===== src/rtl/st_c2h_gen.sv =====
// Stream C2H pattern generator: emits AXI-Stream packets of incrementing 16-bit words
// toward the QDMA C2H interface, started by a rising edge of control_run.
module st_c2h_gen #(
  parameter int unsigned BIT_WIDTH = 64,
  parameter int unsigned QID_WIDTH = 11
) (
  input  logic                 axi_aclk,
  input  logic                 axi_aresetn,
  input  logic                 control_run,
  input  logic [31:0]          c2h_txr_size,
  input  logic [15:0]          c2h_num_pkt,
  input  logic [QID_WIDTH-1:0] c2h_qid_in,
  input  logic                 c2h_tready,
  output logic [BIT_WIDTH-1:0] c2h_tdata,
  output logic                 c2h_tvalid,
  output logic                 c2h_tlast,
  output logic [5:0]           c2h_mty,
  output logic [QID_WIDTH-1:0] c2h_qid,
  output logic [15:0]          c2h_len,
  output logic [31:0]          c2h_pkt_count,
  output logic                 c2h_done,
  output logic                 c2h_err
);

  localparam int unsigned Bytes     = BIT_WIDTH / 8;
  localparam int unsigned Words     = BIT_WIDTH / 16;
  localparam int unsigned ByteShift = $clog2(Bytes);

  typedef enum logic [2:0] {StIdle, StArm, StSend, StGap, StDone} state_e;

  state_e      state_q;
  logic        run_q, run_prev_q;
  logic [15:0] num_pkt_q;
  logic [15:0] beats_q;
  logic [15:0] beat_idx_q;
  logic [15:0] base_q;
  logic [5:0]  mty_last_q;

  logic [15:0] len_in;
  logic [15:0] beats_calc;
  logic [5:0]  mty_calc;
  logic [15:0] base_next;
  logic        next_is_last;
  logic        run_rise;
  logic        run_finished;
  logic        unused_size;

  function automatic logic [BIT_WIDTH-1:0] pattern(input logic [15:0] base);
    logic [BIT_WIDTH-1:0] d;
    d = '0;
    for (int i = 0; i < int'(Words); i++) begin
      d[16*i +: 16] = base + 16'(i);
    end
    return d;
  endfunction

  always_comb begin
    len_in       = c2h_txr_size[15:0];
    beats_calc   = 16'((17'(len_in) + 17'(Bytes - 1)) >> ByteShift);
    mty_calc     = 6'(22'(beats_calc) * 22'(Bytes) - 22'(len_in));
    base_next    = base_q + 16'(Words);
    next_is_last = (beat_idx_q + 16'd2) == beats_q;
    run_rise     = run_q & ~run_prev_q;
    run_finished = ((num_pkt_q != 16'd0) && (c2h_pkt_count == {16'd0, num_pkt_q}))
                   || !control_run;
    unused_size  = ^c2h_txr_size[31:16];
  end

  // Edge detector resets to "high" so a run held high across reset does not restart.
  always_ff @(posedge axi_aclk or negedge axi_aresetn) begin
    if (!axi_aresetn) begin
      state_q       <= StIdle;
      run_q         <= 1'b1;
      run_prev_q    <= 1'b1;
      num_pkt_q     <= '0;
      beats_q       <= '0;
      beat_idx_q    <= '0;
      base_q        <= '0;
      mty_last_q    <= '0;
      c2h_tdata     <= '0;
      c2h_tvalid    <= 1'b0;
      c2h_tlast     <= 1'b0;
      c2h_mty       <= '0;
      c2h_qid       <= '0;
      c2h_len       <= '0;
      c2h_pkt_count <= '0;
      c2h_done      <= 1'b0;
      c2h_err       <= 1'b0;
    end else begin
      run_q      <= control_run;
      run_prev_q <= run_q;
      unique case (state_q)
        StIdle: begin
          if (run_rise) state_q <= StArm;
        end
        StArm: begin
          c2h_len       <= len_in;
          c2h_qid       <= c2h_qid_in;
          num_pkt_q     <= c2h_num_pkt;
          beats_q       <= beats_calc;
          mty_last_q    <= mty_calc;
          c2h_pkt_count <= '0;
          beat_idx_q    <= '0;
          base_q        <= '0;
          if (len_in == 16'd0) begin
            c2h_err  <= 1'b1;
            c2h_done <= 1'b1;
            state_q  <= StDone;
          end else begin
            c2h_err    <= 1'b0;
            c2h_tvalid <= 1'b1;
            c2h_tdata  <= pattern(16'd0);
            c2h_tlast  <= (beats_calc == 16'd1);
            c2h_mty    <= (beats_calc == 16'd1) ? mty_calc : 6'd0;
            state_q    <= StSend;
          end
        end
        StSend: begin
          if (c2h_tready) begin
            if (c2h_tlast) begin
              c2h_tvalid    <= 1'b0;
              c2h_tlast     <= 1'b0;
              c2h_mty       <= '0;
              c2h_pkt_count <= c2h_pkt_count + 32'd1;
              base_q        <= '0;
              state_q       <= StGap;
            end else begin
              base_q     <= base_next;
              beat_idx_q <= beat_idx_q + 16'd1;
              c2h_tdata  <= pattern(base_next);
              c2h_tlast  <= next_is_last;
              c2h_mty    <= next_is_last ? mty_last_q : 6'd0;
            end
          end
        end
        StGap: begin
          base_q     <= '0;
          beat_idx_q <= '0;
          if (run_finished) begin
            c2h_done <= 1'b1;
            state_q  <= StDone;
          end else begin
            c2h_tvalid <= 1'b1;
            c2h_tdata  <= pattern(16'd0);
            c2h_tlast  <= (beats_q == 16'd1);
            c2h_mty    <= (beats_q == 16'd1) ? mty_last_q : 6'd0;
            state_q    <= StSend;
          end
        end
        StDone: begin
          c2h_done <= 1'b0;
          state_q  <= StIdle;
        end
        default: state_q <= StIdle;
      endcase
    end
  end

endmodule


===== config.mk =====
export PLATFORM = sky130hd
export DESIGN_NAME = st_c2h_gen
export DESIGN_NICKNAME = d
export VERILOG_FILES = /design/src/rtl/st_c2h_gen.sv
export SDC_FILE = /design/constraint.sdc
export NUM_CORES = 1
export LEC_CHECK = 0
export CAP_MARGIN = 20
export CORE_MARGIN = 2
export CORE_UTILIZATION = 52
export CTS_CLUSTER_DIAMETER = 40
export CTS_CLUSTER_SIZE = 14
export DETAILED_ROUTE_END_ITERATION = 7
export PLACE_DENSITY = 0.89
export SLEW_MARGIN = 20
export SYNTH_ARGS = -nofsm -noshare
export SYNTH_HDL_FRONTEND = slang
export SYNTH_SLANG_ARGS = --single-unit

===== constraint.sdc =====
create_clock -name axi_aclk -period 3.1 [get_ports axi_aclk]
set_input_delay 0.31 -clock axi_aclk [delete_from_list [all_inputs] [get_ports axi_aclk]]
set_output_delay 0.31 -clock axi_aclk [all_outputs]
set_load 0.005 [all_outputs]

==> out/results.tsv <==
metric	value	unit
status	finished clean	
pin count of the biggest net entering global routing	76	
fmax	0.383	GHz
sequential cell area	0.00451	sq mm
Worst R2R Path Depth	8	
syn_nets	1058	
clk_skew	0.00842	ns
worst-skew pair later-pin latency	0.43	ns
Clock transition at path regs	0.06	ns
dpl hpwl	15.5	mm
core area	0.0172	sq mm
r2r setup slk	0.49	ns
initial drt markers	490	
via count	7537	
post-route core utilization	67.2	%
Slew HR	54.9	%
register area share after synthesis	49.4	%
DRT Pass-1 Iters	5	
CTS Sinks	180	
post-synthesis cell count	987	
I/O Buffers	178	
wire length of the first global-routing pass	36.2	mm
Crit Path Max Fanout	7	
ranking of synthesized cells by area	dfrtp_1, nand2_1, xor2_1	
# H-tree levels	4	
final hold slack	0.369	ns
grt ovf	0	
cell area power density	750	mW/mm^2
width of the die	136	um
Worst Hold Class	reg2reg	
fin cells	1375	
gpl congestion	0.897	
# IOs	196	
drt via density	5.48	
CP endpoint kind	flop	
Slew @ Worst Pin	0.676	ns
RR Startpoint	state_q[1]$_DFFE_PN0P_	
top_reg_cell synth	dfrtp_1	
crit path DAT	2.91	ns
top cells by count, synth	nand2_1, dfrtp_1, nor2_1, xor2_1, o21ai_0	
clk buf depth	2	
Leakage	5.37	nW
TritonCTS clock tree	done	
initial antenna violation count	1	
Max IR drop VDD	0.531	mV
Starting Density	53.0	%
vias in the first global route	7328	
Total GRT Usage	24.4	%
count of pins over their slew limit	0	
Setup-failing EPs final	0	
Post-Syn Area	0.00913	sq mm
CP Capture Point	c2h_pkt_count[31]$_DFFE_PN0P_	
CTS Buf Count	17	
post-layout minimum cycle time	2.61	ns
Chip Height	136	um
asr flop ratio synth	100	%
CP Launch Point	state_q[1]$_DFFE_PN0P_	
Post-Route WL	21.6	mm
Routed Antenna Nets	0	
pre-CTS setup slack	0.217	ns
kind of critical path	reg2reg	
Syn Area/Cell	9.25	sq um
top-area cell type share of the netlist area	48.8	%
Fin. Hold Viols	0	
most numerous cell in the Yosys netlist	nand2_1	
count of max-cap constraint violations	0	
period utilisation layout	84.2	%
Ys Warns	0	
layout cell share with drive strength beyond 1	8.62	%
fin worst setup slack	0.488	ns
die footprint	0.0186	sq mm
placed insts	1341	
CTS resizes	0	
fin nets	1207	
Critical Path RT	3.40	ns
post-synth top area cell	dfrtp_1	
Yosys cell types	69	
worst r2r dst	c2h_pkt_count[31]$_DFFE_PN0P_	
Fin Setup TNS	0	ns
DRC	0	
number of synthesized flops with an enable pin	0	
#FFs+latches synth	180	
post-DR wirelength/cell	15.7	um
standard-cell rows	48	
Fill cells	1356	
multi-input logic area	0.00415	sq mm
Startpoint Class	flop	
root buf cell	clkbuf_16	
unrepaired setup endpoints after global routing	false	
synthesis-to-finish area growth	26.8	%
==> kinds of logic (layout without fill, tap and decap cells) <==
| group | Yosys count | in the layout | share of synthesized area [%] |
|---|---|---|---|
| other cells | 1 | 2 | 0.0411 |
| fa+ha+maj | 8 | 8 | 1.10 |
| compound gates | 135 | 135 | 9.65 |
| buf+inv | 90 | 252 | 5.25 |
| flops | 180 | 180 | 49.4 |
| mux | 9 | 9 | 1.00 |
| simple gates | 471 | 471 | 24.7 |
| xor+xnor | 93 | 93 | 8.92 |
==> registers in the layout, summed over array words and instances (netlist names) <==
signal / count
num_pkt_q: 16
c2h_tlast: 1
beats_q: 14
mty_last_q: 5
c2h_qid: 11
c2h_tvalid: 1
c2h_done: 1
c2h_pkt_count: 32
state_q: 3
base_q: 14
c2h_tdata: 41
c2h_len: 16
c2h_err: 1
beat_idx_q: 16
run_prev_q: 1
run_q: 1
c2h_mty: 6
==> cells in the final DEF, fill, tap and decap left out, types with 14 or more instances in the layout <==
master	count
nand2_2	21
nand2_1	237
a21oi_1	23
nor2_1	58
a21o_1	17
inv_1	14
nand3_1	35
dfrtp_1	178
o21ai_0	43
xor2_1	53
clkdlybuf4s50_1	177
xnor2_1	40
nand4_1	20
clkbuf_16	17
nor3_1	14
nor4_1	15
buf_4	24
==> where the power goes <==
part	total, mW	switching (mW)	internal, mW
registers	3.62	0.670	2.95
clock network	2.11	0.917	1.19
logic	2.94	1.51	1.43
==> what timing repair did <==
item,in CTS,in global routing
hold endpoints to repair,71,0
hold buffers,1,0
buffers inserted,0,0
==> how the worst min path moves through the flow <==
stage | cells after the start | slack (ns) | endpoint | from
finish | 0 | 0.37 | run_prev_q$_DFF_PN1_ | run_q$_DFF_PN1_
global route | 0 | 0.37 | run_prev_q$_DFF_PN1_ | run_q$_DFF_PN1_
CTS | 0 | 0.37 | run_prev_q$_DFF_PN1_ | run_q$_DFF_PN1_
detailed placement | 0 | 0.36 | run_prev_q$_DFF_PN1_ | run_q$_DFF_PN1_
global placement | 0 | 0.36 | run_prev_q$_DFF_PN1_ | run_q$_DFF_PN1_
floorplan | 0 | 0.01 | base_q[10]$_DFFE_PN0P_ | axi_aresetn
==> per-stage QoR <==
stage | power (mW) | area [sq um]
5_1_grt | 9.25 | 11600
6_report | 8.68 | 11600
3_3_place_gp | 6.47 | 11000
2_1_floorplan | 5.28 | 9130
4_1_cts | 8.73 | 11600
3_5_place_dp | 6.59 | 11000
==> final cells by class <==
class	count	share of cell area, %
Multi-Input combinational cell	717	35.9
Inverter	16	0.519
Antenna cell	1	0.0216
Clock inverter	14	1.30
Sequential cell	180	38.9
Clock buffer	18	3.71
Timing Repair Buffer	204	17.2
Tap cell	225	2.43
==> worst max-delay path, cell delays in order (launching register included) <==
cell and delay (ns):
dfrtp_1 0.49, buf_4 0.22, nand4b_4 0.12, a2111oi_2 0.53
and4_1 0.36, and4_1 0.39, nand3_1 0.14, xor2_1 0.17
nor2_1 0.06
==> layer usage <==
layer	GRT usage, %	vias to the layer above	wire (um)
li1	-	3620	-
met4	7.87	0	317
met2	39.6	231	10500
met5	0	-	0
met1	32.6	3658	9420
met3	5.33	28	1290
Note: power is estimated with default switching activity, not from simulation.
